[src/rtl/seq_detector_param_if.sv]
// seq_detector_param_if: configuration, serial input and match outputs of the sequence detector
interface seq_detector_param_if #(
    parameter int MAX_LEN = 8,
    parameter int LEN_W   = 4,
    parameter int CNT_W   = 8
);
    logic               cfg_load;
    logic [MAX_LEN-1:0] cfg_pattern;
    logic [LEN_W-1:0]   cfg_len;
    logic               cfg_overlap;
    logic               x_valid;
    logic               x;
    logic               cnt_clr;
    logic               z;
    logic [CNT_W-1:0]   match_count;
    logic               cfg_err;
    modport master (
        output cfg_load, cfg_pattern, cfg_len, cfg_overlap, x_valid, x, cnt_clr,
        input  z, match_count, cfg_err
    );
    modport slave (
        input  cfg_load, cfg_pattern, cfg_len, cfg_overlap, x_valid, x, cnt_clr,
        output z, match_count, cfg_err
    );
endinterface

[src/rtl/seq_detector_param.sv]
// seq_detector_param: programmable serial pattern detector with overlap mode and saturating match counter
module seq_detector_param #(
    parameter int                 MAX_LEN     = 8,
    parameter int                 LEN_W       = 4,
    parameter int                 CNT_W       = 8,
    parameter logic [MAX_LEN-1:0] RST_PATTERN = 8'b0000_1101,
    parameter logic [LEN_W-1:0]   RST_LEN     = 4,
    parameter logic               RST_OVERLAP = 1'b0
) (
    input logic clk,
    input logic rst_n,
    seq_detector_param_if.slave bus
);
    localparam logic [LEN_W-1:0] MAX_L = LEN_W'(MAX_LEN);
    logic [MAX_LEN-1:0] pattern, hist_new, mask;
    // only the newest MAX_LEN-1 bits are stored; the incoming bit completes the window
    logic [MAX_LEN-2:0] hist;
    logic [LEN_W-1:0]   len, fill, fill_new;
    logic               overlap, accept, match;
    always_comb begin
        accept   = bus.x_valid && !bus.cfg_load;
        hist_new = {hist, bus.x};
        fill_new = fill == MAX_L ? fill : fill + 1'b1;
        mask     = ~({MAX_LEN{1'b1}} << len);
        match    = accept && !bus.cfg_err && fill_new >= len && ((hist_new ^ pattern) & mask) == '0;
    end
    always_ff @(posedge clk) begin
        if (!rst_n) begin
            pattern         <= RST_PATTERN;
            len             <= RST_LEN;
            overlap         <= RST_OVERLAP;
            hist            <= '0;
            fill            <= '0;
            bus.z           <= 1'b0;
            bus.match_count <= '0;
            bus.cfg_err     <= 1'b0;
        end else begin
            bus.z <= match;
            if (bus.cnt_clr)
                bus.match_count <= '0;
            else if (match && bus.match_count != '1)
                bus.match_count <= bus.match_count + 1'b1;
            if (bus.cfg_load) begin
                pattern     <= bus.cfg_pattern;
                len         <= bus.cfg_len;
                overlap     <= bus.cfg_overlap;
                bus.cfg_err <= bus.cfg_len == '0 || bus.cfg_len > MAX_L;
                hist        <= '0;
                fill        <= '0;
            end else if (bus.x_valid) begin
                hist <= hist_new[MAX_LEN-2:0];
                fill <= (match && !overlap) ? '0 : fill_new;
            end
        end
    end
endmodule

[src/flat_wrapper.sv]
// flat-port wrapper written by rule: the top's interface ports become plain ports
module seq_detector_param_flat 
#(
    parameter int                 MAX_LEN     = 8,
    parameter int                 LEN_W       = 4,
    parameter int                 CNT_W       = 8,
    parameter logic [MAX_LEN-1:0] RST_PATTERN = 8'b0000_1101,
    parameter logic [LEN_W-1:0]   RST_LEN     = 4,
    parameter logic               RST_OVERLAP = 1'b0
)
  (clk, rst_n, bus_cfg_load, bus_cfg_pattern, bus_cfg_len, bus_cfg_overlap, bus_x_valid, bus_x, bus_cnt_clr, bus_z, bus_match_count, bus_cfg_err);
  seq_detector_param_if #(.MAX_LEN(MAX_LEN), .LEN_W(LEN_W), .CNT_W(CNT_W)) bus_i ();
  input logic clk;
  input logic rst_n;
  input wire logic [$bits(bus_i.cfg_load)-1:0] bus_cfg_load;
  input wire logic [$bits(bus_i.cfg_pattern)-1:0] bus_cfg_pattern;
  input wire logic [$bits(bus_i.cfg_len)-1:0] bus_cfg_len;
  input wire logic [$bits(bus_i.cfg_overlap)-1:0] bus_cfg_overlap;
  input wire logic [$bits(bus_i.x_valid)-1:0] bus_x_valid;
  input wire logic [$bits(bus_i.x)-1:0] bus_x;
  input wire logic [$bits(bus_i.cnt_clr)-1:0] bus_cnt_clr;
  output wire logic [$bits(bus_i.z)-1:0] bus_z;
  output wire logic [$bits(bus_i.match_count)-1:0] bus_match_count;
  output wire logic [$bits(bus_i.cfg_err)-1:0] bus_cfg_err;
  assign bus_i.cfg_load = bus_cfg_load;
  assign bus_i.cfg_pattern = bus_cfg_pattern;
  assign bus_i.cfg_len = bus_cfg_len;
  assign bus_i.cfg_overlap = bus_cfg_overlap;
  assign bus_i.x_valid = bus_x_valid;
  assign bus_i.x = bus_x;
  assign bus_i.cnt_clr = bus_cnt_clr;
  assign bus_z = bus_i.z;
  assign bus_match_count = bus_i.match_count;
  assign bus_cfg_err = bus_i.cfg_err;
  seq_detector_param #(.MAX_LEN(MAX_LEN), .LEN_W(LEN_W), .CNT_W(CNT_W), .RST_PATTERN(RST_PATTERN), .RST_LEN(RST_LEN), .RST_OVERLAP(RST_OVERLAP)) u_core (.clk(clk), .rst_n(rst_n), .bus(bus_i));
endmodule
[config.mk]
export PLATFORM = sky130hd
export DESIGN_NAME = seq_detector_param_flat
export DESIGN_NICKNAME = d
export VERILOG_FILES = /design/src/rtl/seq_detector_param_if.sv /design/src/rtl/seq_detector_param.sv /design/src/flat_wrapper.sv
export SDC_FILE = /design/constraint.sdc
export NUM_CORES = 1
export LEC_CHECK = 0
export ABC_AREA = 0
export ABC_CLOCK_PERIOD_IN_PS = 7710
export CORE_MARGIN = 4
export CORE_UTILIZATION = 58
export CTS_BUF_LIST = sky130_fd_sc_hd__clkbuf_4 sky130_fd_sc_hd__clkbuf_8
export DETAILED_ROUTE_END_ITERATION = 10
export MAX_ROUTING_LAYER = met4
export PLACE_DENSITY_LB_ADDON = 0.25
export SLEW_MARGIN = 20
export SYNTH_ARGS = -nofsm -noshare
export SYNTH_HDL_FRONTEND = slang
export SYNTH_SLANG_ARGS = --single-unit
[constraint.sdc]
create_clock -name clk -period 7.71 [get_ports clk]
set_input_delay 1.1565 -clock clk [delete_from_list [all_inputs] [get_ports clk]]
set_output_delay 1.1565 -clock clk [all_outputs]
set_load 0.02 [all_outputs]
# Word-level counts from Yosys, hierarchy flattened
# Index checks and enable logic that the tools add are counted.
[classes]
bitwise_logic = 4
addsub = 2
reduce_logical = 14
n_eq_ne = 2
magnitude_cmp = 2
shift = 1
n_mux = 2
[ops]
columns = ["op", "count"]
rows = [
  ["$add 8x1->8 const B", 1],
  ["$and 8x8->8", 1],
  ["$logic_not 8->1", 1],
  ["$mux 4", 2],
  ["$ne 8x8->1 const B", 1],
  ["$not 8->8", 1],
  ["$shl 8x4->8 const A", 1],
  ["$xor 8x8->8", 1],
  ["$logic_and 1x1->1", 6],
  ["$add 4x1->4 const B", 1],
  ["$eq 4x4->1 const B", 1],
  ["$ge 4x4->1", 1],
  ["$gt 4x4->1 const B", 1],
  ["$logic_not 4->1", 1],
  ["$reduce_or 2->1", 2],
  ["$logic_not 1->1", 3],
  ["$logic_or 1x1->1", 1],
  ["$not 1->1", 1],
]
[word_totals]
elab_cells = 35
output_inout_bits = 10
regBits = 34
in_bits = 19

# Longest topological paths before layout
[depth]
depth_word = 7
ltp_mapped = 13
ltp_nobuf = 12

# Worst setup path after synthesis
# OpenSTA, ideal clock, no wires.
[synth_path]
path_kind = "input to register"
start = "in bus_cfg_load"
end = "reg u_core.bus.match_count[6]"
slack_ns = 4.829
required_ns = 7.640
n_path_buf = 2
setup_ns = 0.070
path_stages = 8
arrival_time_ns = 2.811
cell_sequence = "clkbuf_1 > nor3b_1 > o21ai_0 > nor4_1 > o211ai_2 > buf_6 > or3_1 > a21oi_1"
[synth_via]
elab_chain_cells = 6
[synth_rtl]
columns = ["element", "line", "source"]
rows = [
  ["start, declared", "flat_wrapper.sv:15", "input wire logic [$bits(bus_i.cfg_load)-1:0] bus_cfg_load;"],
  ["$logic_not 1->1", "seq_detector_param.sv:21", "accept = bus.x_valid && !bus.cfg_load;"],
  ["$logic_and 1x1->1", "seq_detector_param.sv:21", ""],
  ["$logic_and 1x1->1 (3 in a row)", "seq_detector_param.sv:25", "match = accept && !bus.cfg_err && fill_new >= len && ((hist_new ^ pattern) & mask) == '0;"],
  ["$logic_and 1x1->1", "seq_detector_param.sv:41", "else if (match && bus.match_count != '1)"],
  ["end signal, assigned", "seq_detector_param.sv:42", "bus.match_count <= bus.match_count + 1'b1;"],
  ["end, declared", "seq_detector_param_if.sv:23", "output z, match_count, cfg_err"],
]
# No other way between the ends.
# A chain may end at the register's enable or synchronous reset.

# Final worst setup path
[layout_path]
start = "in bus_cfg_load"
end = "reg u_core.bus.match_count[4]"
# The elaborated chain is that of the path after synthesis.

==> flow_summary.toml <==
[cells_and_area]
area_growth_pct = 20.7
final_cell_count_no_fill = 245
antenna-diode-count = 0
finish.net_count = 239
final_design_area_no_fill_um2 = 2010
final_core_util_pct = 72.7
drive_gt1_share_pct = 5.61

[clock_tree]
worst_skew_pair.late_latency_ns = 0.33
path_clk_slew_ns = 0.10
clk_path_buf_depth = 2
clock-sinks = 34
htreeDepth = 2
cts_tree = "built"
post_cts.resized_instances = 0
cts_setup_buffers = 0
cts_root_buf = "clkbuf_4"
cts-buffers-inserted = 5
cts_hold_buf = 0

[pwr]
total_power_density_per_cell_area_nw_per_um2 = 163
power_consumption_mw = 0.328
vdd.ir_drop.worst_mv = 0.159
cellLeakagePower_nw = 0.791

[yosys]
mappedNetlistNets = 212
synth-seq-area-share_pct = 41.0
post-synth-top-area-fraction_pct = 41.0
yosysMostFrequentCell = "dfxtp_1"
ys_dominant_reg_cell = "dfxtp_1"
synth.top_cells.by_count = "34 x dfxtp_1, 23 x nor2_1, 20 x mux2i_1"
synth_enable_flop_cells = 0
synth-async-reset-ratio_pct = 0
yosysUniqueCellTypes = 34
ys_ff_latch = 34
ys_warn_count = 0
syn-mean-instance-area_um2 = 8.93
synth_area_leader_cell = "dfxtp_1"
synth_area_leaders = "dfxtp_1 41%, mux2i_1 12%, ha_1 5.3%"
postSynthCellCount = 186
mappedNetlistArea_um2 = 1660

[sta]
final_critical_path_setup_slack_ns = 3.99
worst_clock_skew_ns = 0.00897
tightest_slew_ns = 0.866
rsz_0062_raised_after_global_routing = "false"
slew_headroom_pct = 42.1
fin_setup_tns_ns = 0
hold_viol = 0
setup_violations = 0
maxSlewViolCount = 0
fmax_ghz = 0.269
final_period_minus_worst_setup_slack_ns = 3.72
fin_worst_hold_slack_ns = 0.513
final_min_period_over_clock_period_pct = 48.2

[floorplanning]
top_level_ports = 29
initial_utilization_pct = 60.3
floorplan.die.height_um = 61.5
die_width_um = 61.5
fp.dieArea_um2 = 3790
floorplan.rows = 19
placeable_core_region_um2 = 2760

[place]
place_congestion = 0.835
placedInstanceArea_um2 = 1940
dpl_worst_slack_ns = 3.74
hpwl_mm = 2.69
dpl.cell_count = 237
portBuffers = 28

[grt]
grt_antenna_before_repair = 0
grt_max_degree = 19
grtUsageTotal_pct = 22.4
first_pass_grt_wire_length_mm = 6.13
grt_pass1_vias = 1370
globalRouteOverflowTotal = 0

[critical_path]
ff2ff_path_depth = 11
critical_path_peak_fanout = 18
setup.worst_path.class = "in2reg"
worst_ep_required_time_ns = 7.97
worst_ep_arrival_time_ns = 3.98
worst_setup_path_start_kind = "input pin"
endpoint_kind = "register"

[detailed_routing]
post_drt_via_cell_ratio = 5.73
wirelength_mm = 3.57
drc_errors_left = 0
vias = 1404
detail-route-antenna-nets = 0
detail_route.first_pass.iterations = 4
routedWlPerCell_um = 14.6
drt_iter0_drc = 152

[worst_hold_path]
min_delay_path_depth = 2
hold_class = "reg2reg"

[status]
status = "finished clean"

[run]
drv.max_cap_violation_count = 0
## critical path, stage by stage
cell and delay, ns:
clkdlybuf4s50_1 0.86, nor3b_1 0.41, o21ai_0 0.14, nor4_1 0.40
o211ai_2 0.34, or3_2 0.53, a21oi_1 0.15
## metal layers
layer  GRT usage, %  vias to the layer above  wire (um)
met3           5.24                       11        136
met5              -                        -          0
li1               -                      702          -
met4           10.0                        0         91
met2           36.8                       32       1780
met1           25.9                      659       1560
## placed cells by master, fill, tap and decap left out, types with 7 or more instances in the layout
cell             synthesis  routed
dfxtp_1                 34      34
clkdlybuf4s50_1          0      28
nor2_1                  23      23
mux2i_1                 20      20
a21oi_1                 11      11
inv_1                   10      10
nand3_1                 10      10
xnor2_1                  9       9
o21ai_0                  9       9
nand2_1                  8       8
ha_1                     7       7
## final cells by class
type,count,area [um2]
flip-flops and latches,34,681
inverters,10,37.5
clock inverters,1,5.00
well taps,31,38.8
clock buffers,7,58.8
multi-input cells,134,905
repair buffers,28,280
fillers,215,752
## where the power goes
| part | internal [mW] | leakage [nW] | switching, mW |
|---|---|---|---|
| clock | 0.0477 | 0.0387 | 0.0564 |
| combinational | 0.0203 | 0.476 | 0.0172 |
| sequential | 0.181 | 0.277 | 0.00553 |
| total | 0.249 | 0.791 | 0.0792 |
## sequential cells by signal, summed over array words and instances (netlist names)
register	cells
u_core.bus.match_count	8
u_core.pattern	8
u_core.hist	7
u_core.fill	4
u_core.len	4
u_core.bus.cfg_err	1
u_core.bus.z	1
u_core.overlap	1
## path summary, 6_finish.rpt
check / from / end / slack [ns]
worst max-delay path: bus_cfg_load / u_core.bus.match_count[4] / 3.99
worst min-delay path: u_core.pattern[0] / u_core.pattern[0] / 0.51
worst max register to register: u_core.fill[0] / u_core.bus.match_count[4] / 4.77
worst min register to register: u_core.pattern[0] / u_core.pattern[0] / 0.51
## cell families (layout without fill, tap and decap cells)
kind of cell	Yosys count	in the layout	synth area share, %
AND/OR/NAND/NOR	62	62	18.2
flip-flops	34	34	41.0
AO/OA/AOI/OAI	32	32	12.0
adder cells (fa/ha/maj)	7	7	5.27
XOR/XNOR	13	13	6.85
multiplexers	20	20	12.0
buffers and inverters	18	46	4.59
No activity file was read; power rests on OpenSTA's default activity.
